### config.mk
export PLATFORM = sky130hd
export DESIGN_NAME = random_state_generator_mc
export DESIGN_NICKNAME = d
export VERILOG_FILES = /design/src/rtl/random_state_generator_mc.sv
export SDC_FILE = /design/constraint.sdc
export NUM_CORES = 1
export LEC_CHECK = 0
export BUFFER_PORTS_ARGS = -buffer_cell sky130_fd_sc_hd__buf_2
export CAP_MARGIN = 40
export CORE_ASPECT_RATIO = 2
export CORE_MARGIN = 2
export CORE_UTILIZATION = 64
export CTS_CLUSTER_DIAMETER = 60
export DETAILED_ROUTE_END_ITERATION = 6
export HOLD_SLACK_MARGIN = 0.06
export PLACE_DENSITY_LB_ADDON = 0.12
export SLEW_MARGIN = 20
export SYNTH_ARGS = -nofsm -noshare
export SYNTH_HDL_FRONTEND = slang
export SYNTH_SLANG_ARGS = --single-unit
### constraint.sdc
create_clock -name i_clk -period 3.8 [get_ports i_clk]
set_clock_uncertainty 0.2 [all_clocks]
set_input_delay 0.57 -clock i_clk [delete_from_list [all_inputs] [get_ports i_clk]]
set_output_delay 0.57 -clock i_clk [all_outputs]
set_load 0.05 [all_outputs]
### src/rtl/random_state_generator_mc.sv
// Multi-channel random state generator: each channel toggles a 1-bit state whose
// phase lengths are drawn from per-state [MIN, MAX] ranges by a per-channel Galois LFSR.
module random_state_generator_mc #(
    parameter int                    CH_NUM          = 4,
    parameter int                    CNT_WIDTH       = 16,
    parameter int                    LFSR_WIDTH      = 32,
    parameter logic [LFSR_WIDTH-1:0] LFSR_POLY       = LFSR_WIDTH'(32'h80200003),
    parameter logic [LFSR_WIDTH-1:0] SEED            = LFSR_WIDTH'(32'h1),
    parameter int                    STATE_0_MIN_VAL = 100,
    parameter int                    STATE_0_MAX_VAL = 600,
    parameter int                    STATE_1_MIN_VAL = 60,
    parameter int                    STATE_1_MAX_VAL = 500
) (
    input  logic                  i_clk,
    input  logic                  i_a_rst_n,
    input  logic                  i_en,
    input  logic                  i_mode,
    input  logic                  i_seed_load,
    input  logic [LFSR_WIDTH-1:0] i_seed,
    output logic [CH_NUM-1:0]     o_state,
    output logic [CH_NUM-1:0]     o_toggle
);

    localparam logic [63:0] MIN0  = 64'(STATE_0_MIN_VAL);
    localparam logic [63:0] MIN1  = 64'(STATE_1_MIN_VAL);
    localparam logic [63:0] SPAN0 = 64'(STATE_0_MAX_VAL - STATE_0_MIN_VAL);
    localparam logic [63:0] SPAN1 = 64'(STATE_1_MAX_VAL - STATE_1_MIN_VAL);
    localparam int          RW0   = (SPAN0 == 64'd0) ? 1 : $clog2(SPAN0 + 64'd1);
    localparam int          RW1   = (SPAN1 == 64'd0) ? 1 : $clog2(SPAN1 + 64'd1);
    localparam logic [63:0] MASK0 = (64'd1 << RW0) - 64'd1;
    localparam logic [63:0] MASK1 = (64'd1 << RW1) - 64'd1;
    localparam logic [CNT_WIDTH-1:0] CNT_MIN0 = CNT_WIDTH'(STATE_0_MIN_VAL);
    localparam logic [CNT_WIDTH-1:0] CNT_MIN1 = CNT_WIDTH'(STATE_1_MIN_VAL);

    if (CH_NUM < 1 || CH_NUM > 16) begin : g_bad_ch_num
        $error("CH_NUM must lie in 1..16");
    end
    if (STATE_0_MIN_VAL < 1 || STATE_1_MIN_VAL < 1) begin : g_bad_min
        $error("state minimum durations must be >= 1");
    end
    if (STATE_0_MAX_VAL < STATE_0_MIN_VAL || STATE_1_MAX_VAL < STATE_1_MIN_VAL) begin : g_bad_max
        $error("state maximum durations must be >= their minimum");
    end
    if (64'(STATE_0_MAX_VAL) >= (64'd1 << CNT_WIDTH) || 64'(STATE_1_MAX_VAL) >= (64'd1 << CNT_WIDTH)) begin : g_bad_cnt
        $error("maximum durations must fit in CNT_WIDTH");
    end
    if (!LFSR_POLY[LFSR_WIDTH-1]) begin : g_bad_poly
        $error("LFSR_POLY must have its top bit set so the LFSR cannot reach zero");
    end

    function automatic logic [LFSR_WIDTH-1:0] seed_ch(input int k, input logic [LFSR_WIDTH-1:0] base);
        logic [31:0]           mix;
        logic [LFSR_WIDTH-1:0] s;
        mix = 32'(k + 1) * 32'h9E3779B9;
        s   = base ^ LFSR_WIDTH'(mix);
        return (s == '0) ? LFSR_WIDTH'(1) : s;
    endfunction

    function automatic logic [LFSR_WIDTH-1:0] lfsr_step(input logic [LFSR_WIDTH-1:0] l);
        return (l >> 1) ^ (l[0] ? LFSR_POLY : '0);
    endfunction

    // Out-of-range draws fold back by one span, which is enough because mask <= 2*SPAN+1.
    function automatic logic [CNT_WIDTH-1:0] draw(input logic [LFSR_WIDTH-1:0] l,
                                                   input logic [63:0] min_v,
                                                   input logic [63:0] span,
                                                   input logic [63:0] mask);
        logic [63:0] r;
        logic [63:0] d;
        r = 64'(l) & mask;
        if (r > span) begin
            r = r - (span + 64'd1);
        end
        d = min_v + r;
        return d[CNT_WIDTH-1:0];
    endfunction

    for (genvar gi = 0; gi < CH_NUM; gi++) begin : g_ch
        logic                  state_q,  state_d;
        logic                  toggle_q, toggle_d;
        logic [CNT_WIDTH-1:0]  cnt_q,    cnt_d;
        logic [LFSR_WIDTH-1:0] lfsr_q,   lfsr_d;

        always_comb begin
            state_d  = state_q;
            toggle_d = 1'b0;
            cnt_d    = cnt_q;
            lfsr_d   = lfsr_q;
            if (i_seed_load) begin
                lfsr_d  = seed_ch(gi, i_seed);
                state_d = 1'b0;
                cnt_d   = CNT_MIN0;
            end else if (i_en) begin
                if (cnt_q > CNT_WIDTH'(1)) begin
                    cnt_d = cnt_q - CNT_WIDTH'(1);
                end else begin
                    state_d  = ~state_q;
                    toggle_d = 1'b1;
                    if (i_mode) begin
                        cnt_d = state_q ? CNT_MIN0 : CNT_MIN1;
                    end else begin
                        cnt_d  = state_q ? draw(lfsr_q, MIN0, SPAN0, MASK0)
                                         : draw(lfsr_q, MIN1, SPAN1, MASK1);
                        lfsr_d = lfsr_step(lfsr_q);
                    end
                end
            end
        end

        always_ff @(posedge i_clk or negedge i_a_rst_n) begin
            if (!i_a_rst_n) begin
                state_q  <= 1'b0;
                toggle_q <= 1'b0;
                cnt_q    <= CNT_MIN0;
                lfsr_q   <= seed_ch(gi, SEED);
            end else begin
                state_q  <= state_d;
                toggle_q <= toggle_d;
                cnt_q    <= cnt_d;
                lfsr_q   <= lfsr_d;
            end
        end

        assign o_state[gi]  = state_q;
        assign o_toggle[gi] = toggle_q;
    end

endmodule

# Word level (Yosys, flattened, before mapping)
# Index checks and enable logic that the tools add are counted.
word_totals:
  regBits: 200
  inputBits: 37
  out_inout_bits: 8
  wordCells: 190
classes:
  n_addsub: 20
  order_cmp: 12
  eq_ne: 5
  mux: 112
  bitwise: 12
  n_reduce_logical: 13
ops:
  columns: ["op", "n"]
  rows:
  - ["$mux W16", 60]
  - ["$mux W32", 24]
  - ["$logic_not A32 Y1", 4]
  - ["$xor A31 B32 Y32", 4]
  - ["$sub A9 B9 Y10 const B", 8]
  - ["$gt A9 B9 Y1 const B", 8]
  - ["$add A6 B16 Y16 const A", 4]
  - ["$add A7 B16 Y16 const A", 4]
  - ["$gt A16 B1 Y1 const B", 4]
  - ["$sub A16 B1 Y16 const B", 4]
  - ["$not A19 Y19", 2]
  - ["$mux W7", 4]
  - ["$mux W1", 24]
  - ["$not A20 Y20", 1]
  - ["$not A18 Y18", 1]
  - ["$reduce_and A3 Y1", 4]
  - ["$ne A2 B2 Y1 const B", 4]
  - ["$reduce_and A2 Y1", 4]
  - ["$not A1 Y1", 4]
  - ["$ne A2 B1 Y1 const B", 1]
  - ["$reduce_bool A2 Y1", 1]

# Logic depth before layout (Yosys ltp)
depth:
  ltp_word: 12
  mapped_depth: 14
  ltp_nobuf: 13

# Worst setup path after synthesis
# OpenSTA, ideal clock, no wires.
synth_timing:
  path_kind: "reg2reg"
  startpoint: "register g_ch[3].lfsr_q[0]"
  endpoint: "register g_ch[3].cnt_q[8]"
  setup_time_ps: 82
  t_arrival_ps: 2741
  required_ps: 3518
  path_slack_ps: 777
  stages_incl_launch_ff: 15
  path_buffers: 1
  synth_period_minus_slack_ps: 3023
  cell_sequence: "dfstp_2 buf_2 inv_1 ha_1 nor2b_1 nor4_1 nand2_1 xnor2_1 ha_1 a211oi_1 nor2b_1 o211ai_1 o21ai_0 a21o_1 o22ai_1"
synth_between:
  elab_chain_len: 12
  elab_cells_between_ends: 21
  cone_classes: "4 x add/sub; 2 x order compare; 15 x mux"
synth_rtl:
  columns: ["item", "line_no", "text"]
  rows:
  - ["start, declared", "82", "logic [LFSR_WIDTH-1:0] lfsr_q, lfsr_d;"]
  - ["start signal, assigned", "115", "lfsr_q <= seed_ch(gi, SEED);"]
  - ["start signal, assigned", "120", "lfsr_q <= lfsr_d;"]
  - ["$sub A9 B9 Y10 or $gt A9 B9 Y1 (tied branches)", "72, 71", null]
  - ["$mux W16", "71", "if (r > span) begin"]
  - ["$mux W16", "99", "if (i_mode) begin"]
  - ["$mux W16", "94", "if (cnt_q > CNT_WIDTH'(1)) begin"]
  - ["$mux W16", "93", "end else if (i_en) begin"]
  - ["$mux W16", "89", "if (i_seed_load) begin"]
  - ["$add A6 B16 Y16 or $add A7 B16 Y16 (tied branches)", "74", "d = min_v + r;"]
  - ["$mux W16 (*)", "102", "cnt_d = state_q ? draw(lfsr_q, MIN0, SPAN0, MASK0)"]
  - ["$mux W16 (*)", "99", null]
  - ["$mux W16 (*)", "94", null]
  - ["$mux W16 (*)", "93", null]
  - ["$mux W16 (*)", "89", null]
  - ["end signal, assigned", "119", "cnt_q <= cnt_d;"]
  - ["end, declared", "81", "logic [CNT_WIDTH-1:0] cnt_q, cnt_d;"]
# Mark *: on every way between the ends. The rest lies on a longest branch, timed or not. The select of a mux whose other input is x is not followed.
# A chain may end at the register's enable or synchronous reset.

# Worst setup path in the final report
# Ends and elaborated chain as after synthesis.

==> impl_metrics.ini <==
[status]
status = finished, final reports clean

[final_layout]
drive_above_1_share_pct = 15.5
seq_area_sq_um = 5110
syn2layout_area_growth_pct = 7.21
nNetsFinal = 1654
fillerInstances = 1786
final_cell_mix = o21ai_0, nand2_1, a21oi_1, nor2_1, dfrtp_1
insertedDiodeCount = 0
multi_input_area_sq_um = 7700
final_common_cell = o21ai_0

[grt]
grt_pass1_wl_mm = 60.3
grt_pass1_vias = 11800
grtUsageTotal_pct = 34.0
grt_max_degree = 110
overflow = 0
grt_antenna_before_repair = 0

[power_and_ir_drop]
power_density_nw_per_um2 = 399
ir_worst_vdd_uv = 417
p_leak_nw = 5.82
p_total_mw = 5.75

[sta]
setup_viol = 0
tightest_slew_ps = 859
fin_crit_ps = 3340
hold_viol_final = 0
fmax_mhz = 299
slew_violations = 0
relSlewSlack_pct = 42.0
fin_crit_sh_pct = 87.9
fin_ws_ps = 458
final.setup.tns_ps = 0
rsz0062_at_grt = no

[synth]
synth_edf_count = 0
synth_top_family_by_area = compound AO/OA/AOI/OAI gates
ys.flop_type = dfrtp_1
ys_types = 96
synth_fp_nets = 1684
synthXorXnorAreaFrac_pct = 3.06
yosys-top-cells-area = dfrtp_1, dfstp_2, o21ai_0
ys_seq_elements = 200
synth_top_area_cell = dfrtp_1
synth_mux_area_share_pct = 5.45
avgSynthCellArea_sq_um = 8.28
synthAdderAreaFrac_pct = 1.95
synth-simple-area-share_pct = 20.8
synth_compound_area_share_pct = 25.6
seq_area_frac_synth_pct = 38.0
synth_top_cell_area_share_pct = 20.8
synth_area_sq_um = 13500
synth_warnings = 0
netlist_instances = 1626
synthArstFlopShare_pct = 100

[critical_path]
cpPeakStageDelay_ps = 600
worstPathCellList = inv_1, ha_1, nor2b_1, nor4_1, nand2_1, xnor2_1, ha_1, a211oi_1, nor2b_1, o211ai_1, o21ai_0, a21o_1, o22ai_1
crit_type = flip-flop to flip-flop
crit_buf_inv = 1
crit_family = simple AND/OR/NAND/NOR gates
critical_path.max_fanout = 8
cp.required_ps = 3980
slowest_stage = dfstp_2
cp.arrival_ps = 3520
worstSetupEndpointType = flip-flop
worstSetupStartpointType = flip-flop

[route]
dr.pass1.iters = 6
postRouteAntennaNets = 0
vias = 12200
drc = 0
avgViaCountPerCell = 6.51
routed_wl_mm = 37.1
wl_per_cell_um = 19.8
drtIter0Drc = 935

[floorplanning]
design.core.area_sq_um = 20800
die-width_um = 107
ios = 45
die_h_um = 209
rows = 75
dieArea_sq_um = 22300
initial_core_util_pct = 64.6

[placement]
pre_cts_slack_ps = 480
hpwlAfterDp_mm = 26.6
routabilityCongestion = 0.945
portBuffers = 44

[clocking]
path_clk_slew_ps = 80
worstSkewPairLatency_ps = 460
cts_buffer_depth = 2
root_buffer = clkbuf_16
cts_tree = yes
cts_buffers = 17
numClockSinks = 200
cts_max_level = 4

[min_path]
hold_class = flip-flop to flip-flop

[flow_run]
cap_violations = 0
-- registers in the layout, indices dropped and copies added, names as in the netlist --
| signal | cells |
|---|---|
| g_ch.toggle_q | 4 |
| g_ch.cnt_q | 64 |
| g_ch.lfsr_q | 128 |
| g_ch.state_q | 4 |
-- metal layers --
layer / GRT usage (%) / vias to the layer above / share of wire [%]
met2: 60.1 / 363 / 53
met3: 4.18 / 112 / 3.8
met5: 0 / - / 0
li1: - / 5848 / -
met4: 18.5 / 0 / 4.9
met1: 39.3 / 5909 / 39
-- through the flow --
step / cell area [sq um] / util, % / instances / hold WS, ps
global placement: 13800 / 66.2 / 1843 / 250
global route: 14400 / 69.3 / 1878 / 285
CTS: 14400 / 69.2 / 1876 / 268
detailed placement: 13800 / 66.2 / 1843 / 258
floorplan: 13500 / - / 1626 / 74.4
finish: 14400 / 69.3 / 1878 / 267
-- tightest hold or removal path: cells and delay by family, from the launching register on --
| family | cells | cell delay, ps |
|---|---|---|
| AND/OR/NAND/NOR | 1 | 50 |
| flip-flops | 1 | 370 |
| AO/OA/AOI/OAI | 1 | 50 |
-- layout make-up --
| type | count | share of cell area (%) |
|---|---|---|
| Timing Repair Buffer | 71 | 3.51 |
| Tap cell | 269 | 2.33 |
| Sequential cell | 200 | 35.4 |
| Clock buffer | 18 | 2.97 |
| Multi-Input combinational cell | 1261 | 53.3 |
| Inverter | 45 | 1.18 |
| Clock inverter | 14 | 1.27 |
-- cells by family after synthesis --
logic type	count (synthesis)
AOI/OAI and AO/OA	559
DFF	200
xor gates and xnor gates	47
muxes	72
and+or+nand+nor	562
buffers and inverters	165
adders and majority gates	21
-- synthesized netlist by cell type, types with 11 or more instances --
cell type,number
clkbuf_1,84
a22o_1,12
inv_1,43
dfstp_2,88
xor2_1,20
o31ai_1,12
dfrtp_1,112
a211oi_1,14
mux2i_1,61
nand3_1,49
nand2_1,191
nor3_1,43
a21oi_1,136
buf_2,22
a21o_1,12
o21ai_1,20
nor2b_1,17
o211ai_1,15
a31oi_1,22
mux2_2,11
or3_1,19
xnor2_1,27
o21ai_0,204
nor2_1,114
nor4_1,17
ha_1,21
and2_1,16
nand4_1,13
-- timing repair --
action	in CTS	in global routing
hold buffers	1	0
endpoints found under the hold margin	33	0
setup buffers	0	0
endpoints found under the setup margin	0	0
resized for setup	0	0
-- power by group --
part | switching, mW | leakage [nW] | internal (mW)
combinational | 0.706 | 3.13 | 0.461
clock | 0.911 | 0.296 | 1.00
sequential | 0.265 | 2.39 | 2.41
-- path summary, 6_finish.rpt --
| path | cells after the start | end | slack, ps | start |
|---|---|---|---|---|
| worst max-delay path | 13 | g_ch[3].cnt_q[8] | 460 | g_ch[3].lfsr_q[0] |
| worst max register to register | 13 | g_ch[3].cnt_q[8] | 460 | g_ch[3].lfsr_q[0] |
| min in group asynchronous | 2 | g_ch[2].cnt_q[12] | 490 | i_a_rst_n |
| worst min register to register | 2 | g_ch[2].lfsr_q[10] | 270 | g_ch[2].lfsr_q[10] |
| max in group asynchronous | 3 | g_ch[3].lfsr_q[28] | 2040 | i_a_rst_n |
| worst min-delay path | 2 | g_ch[2].lfsr_q[10] | 270 | g_ch[2].lfsr_q[10] |
Power figures use the tool's default switching activity.
